==> src/rtl/stream_mux_rr.sv <==
// N-to-1 stream mux with explicit-select or round-robin arbitration into one output register.
// Latency: 1 cycle from input transfer to out_valid.
// Backpressure: a held word with out_ready low drops every in_ready; a full register reloads in the same cycle it drains.
module stream_mux_rr #(
  parameter int WIDTH  = 32,
  parameter int NUM_IN = 3,
  parameter int SEL_W  = 2
) (
  input  logic                    clk,
  input  logic                    rst,
  input  logic [NUM_IN*WIDTH-1:0] in_data,
  input  logic [NUM_IN-1:0]       in_valid,
  output logic [NUM_IN-1:0]       in_ready,
  input  logic                    mode,
  input  logic [SEL_W-1:0]        sel,
  output logic [WIDTH-1:0]        out_data,
  output logic                    out_valid,
  input  logic                    out_ready,
  output logic [SEL_W-1:0]        out_src,
  output logic                    sel_err
);

  // Index of the most recently granted channel.
  // After reset it points at the last channel, so the round-robin search starts at channel 0.
  logic [SEL_W-1:0] rr_ptr;

  logic             load_en;
  logic             sel_ok;
  logic             sel_hit;
  logic             rr_hi_found;
  logic [SEL_W-1:0] rr_hi_idx;
  logic             rr_lo_found;
  logic [SEL_W-1:0] rr_lo_idx;
  logic             grant_vld;
  logic [SEL_W-1:0] grant_idx;
  logic [WIDTH-1:0] grant_data;
  logic             in_xfer;

  // The register can accept a word when it is empty or is draining this cycle.
  always_comb begin
    load_en = !out_valid || out_ready;
  end

  // Explicit select: range check, plus the valid bit of the selected channel.
  // The loop compares sel against each channel index rather than using sel as an index,
  // so an out-of-range sel never produces an out-of-range access.
  always_comb begin
    sel_ok  = (int'(sel) < NUM_IN);
    sel_hit = 1'b0;
    for (int i = 0; i < NUM_IN; i++) begin
      if (SEL_W'(i) == sel) begin
        sel_hit = in_valid[i];
      end
    end
  end

  // Round-robin search, split into two passes.
  // The first pass finds the lowest valid channel above rr_ptr.
  // The second pass finds the lowest valid channel overall, which is the wrap-around case.
  always_comb begin
    rr_hi_found = 1'b0;
    rr_hi_idx   = '0;
    rr_lo_found = 1'b0;
    rr_lo_idx   = '0;
    for (int i = 0; i < NUM_IN; i++) begin
      if (!rr_hi_found && in_valid[i] && (SEL_W'(i) > rr_ptr)) begin
        rr_hi_found = 1'b1;
        rr_hi_idx   = SEL_W'(i);
      end
      if (!rr_lo_found && in_valid[i]) begin
        rr_lo_found = 1'b1;
        rr_lo_idx   = SEL_W'(i);
      end
    end
  end

  // Pick the winner according to the current mode.
  // Mode and sel act on this cycle's grant with no pipeline delay.
  always_comb begin
    grant_vld = 1'b0;
    grant_idx = '0;
    if (!mode) begin
      grant_vld = sel_ok && sel_hit;
      grant_idx = sel;
    end else if (rr_hi_found) begin
      grant_vld = 1'b1;
      grant_idx = rr_hi_idx;
    end else begin
      grant_vld = rr_lo_found;
      grant_idx = rr_lo_idx;
    end
  end

  // One-hot ready for the granted channel, and the data mux.
  // Only the granted channel's data is routed, so other channels cannot reach the outputs.
  always_comb begin
    in_ready   = '0;
    grant_data = '0;
    for (int i = 0; i < NUM_IN; i++) begin
      if (SEL_W'(i) == grant_idx) begin
        in_ready[i] = grant_vld && load_en && !rst;
        grant_data  = in_data[i*WIDTH +: WIDTH];
      end
    end
  end

  // An input transfer happens exactly when one ready bit is raised, because a raised ready implies a valid.
  always_comb begin
    in_xfer = |in_ready;
  end

  // Output register, round-robin pointer and select-error pulse.
  // Reset is asynchronous, so a held word is discarded as soon as rst rises.
  always_ff @(posedge clk or posedge rst) begin
    if (rst) begin
      out_data  <= '0;
      out_src   <= '0;
      out_valid <= 1'b0;
      sel_err   <= 1'b0;
      rr_ptr    <= SEL_W'(NUM_IN - 1);
    end else begin
      sel_err <= load_en && !mode && !sel_ok;
      if (in_xfer) begin
        out_data  <= grant_data;
        out_src   <= grant_idx;
        out_valid <= 1'b1;
        rr_ptr    <= grant_idx;
      end else if (out_valid && out_ready) begin
        out_valid <= 1'b0;
      end
    end
  end

endmodule

==> config.mk <==
export PLATFORM = sky130hd
export DESIGN_NAME = stream_mux_rr
export DESIGN_NICKNAME = d
export VERILOG_FILES = /design/src/rtl/stream_mux_rr.sv
export SDC_FILE = /design/constraint.sdc
export NUM_CORES = 1
export LEC_CHECK = 0
export BUFFER_PORTS_ARGS = -buffer_cell sky130_fd_sc_hd__buf_4
export CAP_MARGIN = 30
export CORE_ASPECT_RATIO = 1.2
export CORE_MARGIN = 2
export CORE_UTILIZATION = 25
export DETAILED_ROUTE_END_ITERATION = 8
export HOLD_SLACK_MARGIN = 0.08
export SYNTH_ARGS = -nofsm -noshare
export SYNTH_HDL_FRONTEND = slang
export SYNTH_SLANG_ARGS = --single-unit
==> constraint.sdc <==
create_clock -name clk -period 1.7 [get_ports clk]
set_input_delay 0.085 -clock clk [delete_from_list [all_inputs] [get_ports clk]]
set_output_delay 0.085 -clock clk [all_outputs]
set_load 0.05 [all_outputs]
# Word level (Yosys, flattened, before mapping)
# Index checks and enable logic that the tools add are counted.
dict set report totals {
  reg_bits 38
  in_bits 105
  wordCells 64
}
dict set report classes {
  n_lt_le_gt_ge 4
  eq_ne 4
  mux 25
  n_reduce_logical 26
}
# cell count
set ops {}
lappend ops {{2-to-1 mux 32 bit} 3}
lappend ops {{2-to-1 mux 1 bit} 18}
lappend ops {{logical AND 1 bit} 13}
lappend ops {{logical NOT 1 bit} 8}
lappend ops {{2-to-1 mux 2 bit} 4}
lappend ops {{== test 1 x 2 -> 1 bit, first input constant} 2}
lappend ops {{== test 2 bit, first input constant} 2}
lappend ops {{greater-than comparator 1 x 2 -> 1 bit, first input constant} 2}
lappend ops {{logical NOT 2 bit} 2}
lappend ops {{OR reduction 3 bit} 1}
lappend ops {{greater-than comparator 2 bit, first input constant} 1}
lappend ops {{< comparator 2 bit, second input constant} 1}
lappend ops {{nonzero test 2 bit} 1}
lappend ops {{logical OR 1 bit} 1}

# Logic depth before layout (Yosys ltp)
# Gate-level depths: netlist (run 1).
dict set report logic_depth {
  depth_word 18
  ltp_mapped 8
  depth_no_buf 5
}

# Least setup slack after synthesis (run 1)
# Ideal clock, no wire load.
dict set report synth_timing {
  path_type {register -> output}
  startpoint {reg out_valid}
  endpoint {out in_ready[2]}
  arrival_ns 2.507
  required_time_ns 1.615
  path_slack_ns -0.892
  stages_incl_launch_ff 7
  n_path_buf 2
  path_cell_list {dfrtp_1 nor2b_1 nor3_2 o31ai_4 buf_6 buf_6 nor3_1}
}
dict set report synth_via {
  elab_chain_len 5
}
# item line
set synth_rtl {}
lappend synth_rtl {{start: declaration} 17} ;# output logic out_valid,
lappend synth_rtl {{start signal: assignment} 118} ;# out_valid <= 1'b0;
lappend synth_rtl {{start signal: assignment} 126} ;# out_valid <= 1'b1;
lappend synth_rtl {{start signal: assignment} 129} ;# out_valid <= 1'b0;
lappend synth_rtl {{logical NOT 1 bit} 41} ;# load_en = !out_valid || out_ready;
lappend synth_rtl {{logical OR 1 bit} 41}
lappend synth_rtl {{logical AND 1 bit (2 in a row)} 101} ;# in_ready[i] = grant_vld && load_en && !rst;
lappend synth_rtl {{2-to-1 mux 1 bit} 100} ;# if (SEL_W'(i) == grant_idx) begin
lappend synth_rtl {{end: declaration} 13} ;# output logic [NUM_IN-1:0] in_ready,
# Every way passes these cells.

# Final worst setup path (run 1)
dict set report layout_timing {
  startpoint {reg rr_ptr[1]}
  endpoint {out in_ready[2]}
}
dict set report layout_via {
  elab_chain_len 16
  elab_cells_between_ends 23
  classes_between {3 x order compare; 1 x eq/ne; 10 x mux; 9 x reduce/logical}
}
# item line
set layout_rtl {}
lappend layout_rtl {{start: declaration} 25} ;# logic [SEL_W-1:0] rr_ptr;
lappend layout_rtl {{start signal: assignment} 120} ;# rr_ptr <= SEL_W'(NUM_IN - 1);
lappend layout_rtl {{start signal: assignment} 127} ;# rr_ptr <= grant_idx;
lappend layout_rtl {{greater-than comparator 1 x 2 -> 1 bit} 66} ;# if (!rr_hi_found && in_valid[i] && (SEL_W'(i) > rr_ptr)) begin
lappend layout_rtl {{logical AND 1 bit} 66}
lappend layout_rtl {{2-to-1 mux 1 bit} 66}
lappend layout_rtl {{logical NOT 1 bit} 66}
lappend layout_rtl {{logical AND 1 bit (2 in a row)} 66}
lappend layout_rtl {{2-to-1 mux 1 bit} 66}
lappend layout_rtl {{logical NOT 1 bit} 66}
lappend layout_rtl {{logical AND 1 bit (2 in a row)} 66}
lappend layout_rtl {{2-to-1 mux 1 bit} 66}
lappend layout_rtl {{2-to-1 mux 1 bit} 85} ;# end else if (rr_hi_found) begin
lappend layout_rtl {{2-to-1 mux 1 bit} 82} ;# if (!mode) begin
lappend layout_rtl {{logical AND 1 bit (2 in a row)} 101}
lappend layout_rtl {{2-to-1 mux 1 bit *} 100}
# Mark *: on every way between the ends. The rest lies on a longest branch, timed or not.

==> reports/metrics.cfg, run 1 <==
[finish]
syn2layout_area_growth_pct = 110
drive_above_1_share_pct = 61.0
nFillCells = 760
antenna_cells = 0
finish.utilization_pct = 54.6
fin_nets = 564

[timing]
skew_ns = 0.00499
max_freq_mhz = 549
finalMaxSlewViolations = 0
min_period_over_period_pct = 107
slew_headroom_pct = 70.4
grt_setup_unrepaired = yes
hold_viol_final = 0
finalCriticalPeriod_ns = 1.82
whs_ns = 0.0772
worst_pin_slew_ns = 0.436
setup_ws_ns = -0.120
final-setup-viol-count = 28

[floorplan]
dieArea_um2 = 9780
dieWidth_um = 90.6
initial_utilization_pct = 26.0
ioPinCount = 144
num_rows = 37
core-area_um2 = 8660
die_y_um = 108

[logic_synthesis]
synth_nets = 356
yosys.area.top_type = dfrtp_1
post-synth-top-count-cell = dfrtp_1
ys.flop_type = dfrtp_1
synth_area_um2 = 2250
async_reset_ff_share_pct = 100
synth_top_area_share_pct = 40.0
ys_seq_area_share_pct = 41.2
synth-seq-cells = 37
yosys_warnings = 0
yosys-top-cells-area = dfrtp_1 (40%), a2bb2oi_1 (6.2%), o21ai_0 (5.3%)
synth_area_per_cell_um2 = 8.97
synth_edf_count = 0
synthCells = 251
synth_common_cells = dfrtp_1 (36), nor2_1 (28), nand2_1 (27)
yosysUniqueCellTypes = 35

[clocking]
cts_buffer_depth = 2
path_clk_slew_ns = 0.07
numCtsBuffers = 5
root_buffer = clkbuf_8
clock-sinks = 37
cts_tree = yes
clk_latency_ns = 0.29
cts.htree.levels = 2

[outcome]
violations = negative setup slack
outcome = finished with violations

[global_routing]
grt_use_total_pct = 18.6
overflow = 0
grt_pass1_wl_mm = 14.5
grt_max_degree = 23
grt_pass1_vias = 2968
antenna_found_initial = 0

[placed_design]
io_buffers = 143
dp_hpwl_mm = 5.80
gp_congestion = 0.873

[pwr]
power_density_nw_per_um2 = 990
irDropWorstVdd_v = 0.000468
p_leak_uw = 0.00216

[detailed_routing]
num_vias = 2826
vias_per_cell = 4.91
wl_mm = 9.72
dr.pass1.iters = 4
antenna_left = 0
drc = 0
drt-wirelength-per-cell_um = 16.9
drt_iter0_markers = 121

[hold_path]
hold_path.class = input pin to flip-flop
min_path_cells = 3

[setup_path]
required_ns = 1.62
cp-start-kind = flip-flop
critPathKind = flip-flop to primary output
cp_max_fo = 3
reg2reg_depth = 8
cp-end-kind = primary output
worstPathArrival_ns = 1.74

[run]
cap_violations = 0

## critical path, cell delays in order, from the launching register on
cell	delay, ns
dfstp_2	0.56
buf_6	0.11
o221a_4	0.19
buf_6	0.11
nor2_4	0.04
buf_12	0.15
nor3_4	0.11
buf_6	0.18
## worst paths after layout
check	from	endpoint	slack [ns]
worst max-delay path	rr_ptr[1]$_DFFE_PP1P_	in_ready[2]	-0.12
worst max register to register	rr_ptr[1]$_DFFE_PP1P_	out_data[15]$_DFFE_PP0P_	-0.07
worst min register to register	out_data[0]$_DFFE_PP0P_	out_data[0]$_DFFE_PP0P_	0.49
worst min-delay path	in_data[49]	out_data[17]$_DFFE_PP0P_	0.08
min in group asynchronous	rst	sel_err$_DFF_PP0_	0.41
max in group asynchronous	rst	out_valid$_DFFE_PP0P_	0.67
## per-layer routing
metal  GRT usage [%]  vias up  routed length, um
met3            3.55        8                493
met4            5.27        0                 75
li1                -     1341                  -
met2            36.4       93               5480
met5               0        -                  0
met1            20.3     1384               3670
## cells by family (layout without fill, tap and decap cells)
logic type | Yosys count | in the layout | share of synthesized area [%]
AO/OA/AOI/OAI | 107 | 107 | 31.9
AND/OR/NAND/NOR | 73 | 73 | 14.1
flip-flops | 37 | 37 | 41.2
buffers and inverters | 22 | 230 | 6.73
multiplexers | 12 | 12 | 6.06
## flip-flops by register name, summed over array words and instances (netlist names)
signal and flops:
sel_err 1, out_src 2, out_data 32, out_valid 1, rr_ptr 1
## per-stage QoR
step | setup TNS (ns) | cell area [um2] | total power (uW) | setup slack, ns | cells
detailed placement | -2.61 | 3670 | 3520 | -0.171 | 516
floorplan | -0.184 | 2330 | 2690 | -0.127 | 251
finish | -1.25 | 4730 | 4680 | -0.120 | 576
global placement | -1.11 | 3670 | 3490 | -0.0901 | 516
CTS | -1.41 | 4390 | 4490 | -0.132 | 562
global route | -3.12 | 4730 | 4920 | -0.191 | 576
## cell type report
cell class	count	area, um2	share of cell area, %
Timing Repair Buffer	222	2010	42.5
Multi-Input combinational cell	192	1550	32.8
Sequential cell	37	930	19.7
Tap cell	117	146	3.10
Clock buffer	7	86.3	1.83
Inverter	1	3.75	0.0794
## what timing repair did
action                                 in CTS  in global routing
setup buffers                              16                 11
resized for setup                          51                 68
pin swaps                                  12                 24
gates cloned                                2                  4
endpoints found under the hold margin      30                  1
hold buffers                               21                  2
setup endpoints to repair                  23                 38
## layout by cell type, fill, tap and decap left out, drive strengths merged
cell type,count
a21o,1
a21oi,20
a2bb2oi,16
a31o,7
a31oi,9
a41o,1
a41oi,1
buf,197
clkbuf,9
dfrtp,36
dfstp,1
dlygate4sd3,23
inv,1
mux2,10
mux2i,2
nand2,27
nand2b,2
nand3,7
nor2,29
nor2b,3
nor3,4
nor4b,1
o21ai,41
o221a,1
o221ai,1
o22a,7
o31a,1
o31ai,1
## report_power, final
group	switching (uW)	internal, uW
clock	299	322
combinational	1610	1210
sequential	139	1110
total	2050	2640
No activity file was read; power rests on OpenSTA's default activity.
==> run 2: changes to the inputs <==
CORE_MARGIN = 3   (was 2)
CORE_UTILIZATION = 39   (was 25)
PLACE_DENSITY = 0.78   (was not set)
SLEW_MARGIN = 40   (was not set)
==> run 2 against run 1 <==
Compared with the run above: the flow still finishes with violations (negative setup slack); worst setup slack better by 0.044 ns; sequential power about the same; die area down 31%; clock power up 3.9%; first-iteration DRC count down 22%.
==> reports/metrics.cfg, run 2 (synthesis gave the netlist of run 1 again) <==
[global_routing]
grt_pass1_vias = 2699  ; -9.1%
grt_use_total_pct = 23.4  ; +4.8 points
grt_max_degree = 38  ; +65%
grt_pass1_wl_mm = 12.2  ; -16%
overflow = 0  ; unchanged
antenna_found_initial = 0  ; unchanged

[pwr]
p_leak_uw = 0.00190  ; -12%
power_density_nw_per_um2 = 1070  ; +7.8%
clock_power_share_pct = 15.1  ; +1.8 points
irDropWorstVdd_v = 0.000578  ; +23%
power.share.switching_pct = 44.2  ; +0.53 points
p_comb_share_pct = 55.9  ; -4.2 points
intPower_uw = 2390  ; -9.5%
seq_power_share_pct = 29.1  ; +2.4 points
power.switching_uw = 1890  ; -7.5%

[floorplan]
ioPinCount = 144  ; unchanged
num_rows = 29  ; -22%
dieArea_um2 = 6720  ; -31%
core-area_um2 = 5440  ; -37%
initial_utilization_pct = 41.4  ; +15 points
die_y_um = 89.2  ; -17%
dieWidth_um = 75.4  ; -17%

[finish]
nFillCells = 397  ; -48%
top_register = out_data
layout_common_cells = buf_4 (159), dfrtp_1 (35), nor2_1 (27)
antenna_cells = 0  ; unchanged
fin_nets = 529  ; -6.2%
largest_reg_flops = 32  ; unchanged
layout_commonest_cell = buf_4
drive_above_1_share_pct = 52.0  ; -9.0 points
reg_top3 = out_data (32), out_src (2)
syn2layout_area_growth_pct = 78.0
instances_no_fill = 487  ; -15%

[timing]
finalMaxSlewViolations = 0  ; unchanged
final-setup-viol-count = 18  ; -36%
grt_setup_unrepaired = yes
slew_headroom_pct = 67.0  ; -3.3 points
hold_viol_final = 0  ; unchanged
worst_pin_slew_ns = 0.495  ; +0.0588 ns
whs_ns = 0.0755  ; -0.00172 ns
max_freq_mhz = 563  ; +2.5%
finalCriticalPeriod_ns = 1.78  ; -0.0444 ns
skew_ns = 0.00971  ; +0.00472 ns
setup_ws_ns = -0.0758  ; +0.0444 ns
min_period_over_period_pct = 104  ; -2.6 points

[setup_path]
slowest_delay_ns = 0.40  ; -0.16 ns
critical-path-slowest-cell = dfstp_2
cp-end-kind = primary output
cp_max_fo = 13  ; +10
cp-start-kind = flip-flop
path_cells = nor2b_2 > o221a_4 > nor2_4 > buf_12 > nor3_4 > buf_6
rr_startpoint = rr_ptr[1]$_DFFE_PP1P_
critPathKind = flip-flop to primary output
required_ns = 1.62  ; about the same
worstPathArrival_ns = 1.69  ; -0.05 ns
cp-startpoint = rr_ptr[1]$_DFFE_PP1P_
ff2ff_setup_slack_ns = -0.06  ; about the same

[detailed_routing]
dr.pass1.iters = 4  ; unchanged
drt-wirelength-per-cell_um = 16.6  ; -1.7%
antenna_left = 0  ; unchanged
drc = 0  ; unchanged
vias_per_cell = 5.43  ; +11%
drt_iter0_markers = 94  ; -22%
wl_mm = 8.08  ; -17%
num_vias = 2643  ; -6.5%

[placed_design]
gp_congestion = 0.845  ; -3.2%
dp_hpwl_mm = 5.66  ; -2.4%
io_buffers = 143  ; unchanged
dp.cells = 454  ; -12%

[outcome]
violations = negative setup slack
outcome = finished with violations

[run]
cap_violations = 0  ; unchanged

[hold_path]
min_from = in_data[0]
hold_path.class = input pin to flip-flop

[clocking]
clock-sinks = 37  ; unchanged
cts_tree = yes
root_buffer = clkbuf_8
path_clk_slew_ns = 0.08  ; about the same
cts_buffer_depth = 2  ; unchanged
numCtsBuffers = 5  ; unchanged
clk_latency_ns = 0.29  ; about the same
cts.htree.levels = 2  ; unchanged

[run 2: cell count changes in the layout (fill, tap and decap cells not counted), moves of 6 or more]
cell / before / now
o21ai_0: 6 / 22
nand2_1: 18 / 26
a21oi_2: 13 / 0
dlygate4sd3_1: 23 / 14
buf_12: 12 / 6
a21oi_1: 7 / 20
mux2_4: 7 / 0
a2bb2oi_2: 16 / 10
nand2_2: 8 / 0
o21ai_1: 33 / 17
a31o_4: 7 / 0
buf_6: 18 / 6
a2bb2oi_1: 0 / 6
a31o_2: 0 / 7
[run 2: layout make-up]
| cell class | instances | area, um2 | share of cell area [%] |
|---|---|---|---|
| Timing Repair Buffer | 187 | 1570 | 39.2 |
| Sequential cell | 37 | 928 | 23.2 |
| Multi-Input combinational cell | 192 | 1330 | 33.2 |
| Clock buffer | 6 | 82.6 | 2.06 |
| Clock inverter | 2 | 13.8 | 0.344 |
| Inverter | 1 | 3.75 | 0.0937 |
| Tap cell | 62 | 77.6 | 1.94 |
[run 2: path summary, 6_finish.rpt]
check	cells after the start	to
setup / recovery	6	in_ready[2]
hold / removal	3	out_data[0]$_DFFE_PP0P_
setup reg to reg	7	out_data[7]$_DFFE_PP0P_
hold reg to reg	2	out_data[10]$_DFFE_PP0P_
max in group asynchronous	4	out_valid$_DFFE_PP0P_
min in group asynchronous	4	out_data[6]$_DFFE_PP0P_
[run 2: critical path, delay by kind of cell, from the launching register on]
family | cells | cell delay [ns]
flops | 1 | 0.40
compound gates | 1 | 0.26
buf+inv | 2 | 0.34
simple gates | 3 | 0.42
[run 2: power by group through the flow]
| stage | Sequential [uW] | Clock, uW | Combinational [uW] |
|---|---|---|---|
| after global routing | 1270 | 696 | 2530 |
| after global placement | 1250 | 0 | 2190 |
| after CTS | 1240 | 661 | 2350 |
| after floorplan | 2000 | 0 | 687 |
| final | 1240 | 645 | 2390 |
| after detailed placement | 1260 | 0 | 2210 |
[run 2: layer usage]
layer | share of wire [%] | vias up | routed length [um] | GRT usage, %
met5 | 0 | - | 0 | 0
li1 | - | 1272 | - | -
met4 | 2.4 | 0 | 191 | 9.54
met2 | 54 | 122 | 4360 | 43.8
met1 | 35 | 1235 | 2840 | 24.8
met3 | 8.5 | 14 | 686 | 5.29
[run 2: what timing repair did]
item,CTS,global route
hold endpoints to repair,45,2
endpoints found under the setup margin,8,34
cloned,1,0
resized for setup,12,11
setup buffers,9,1
hold buffers,12,2
pin swaps,5,1
[run 2: metrics by stage]
stage / setup TNS (ns) / total power (uW) / area [um2] / setup slack (ns) / util [%]
2_1_floorplan: -0.184 / 2690 / 2330 / -0.127 / -
3_5_place_dp: -0.0288 / 3480 / 3540 / -0.0235 / 65.0
4_1_cts: -0.755 / 4250 / 3920 / -0.0920 / 72.0
6_report: -0.689 / 4280 / 4010 / -0.0758 / 73.6
3_3_place_gp: 0 / 3440 / 3540 / 0.0424 / 65.0
5_1_grt: -1.94 / 4500 / 4010 / -0.135 / 73.6
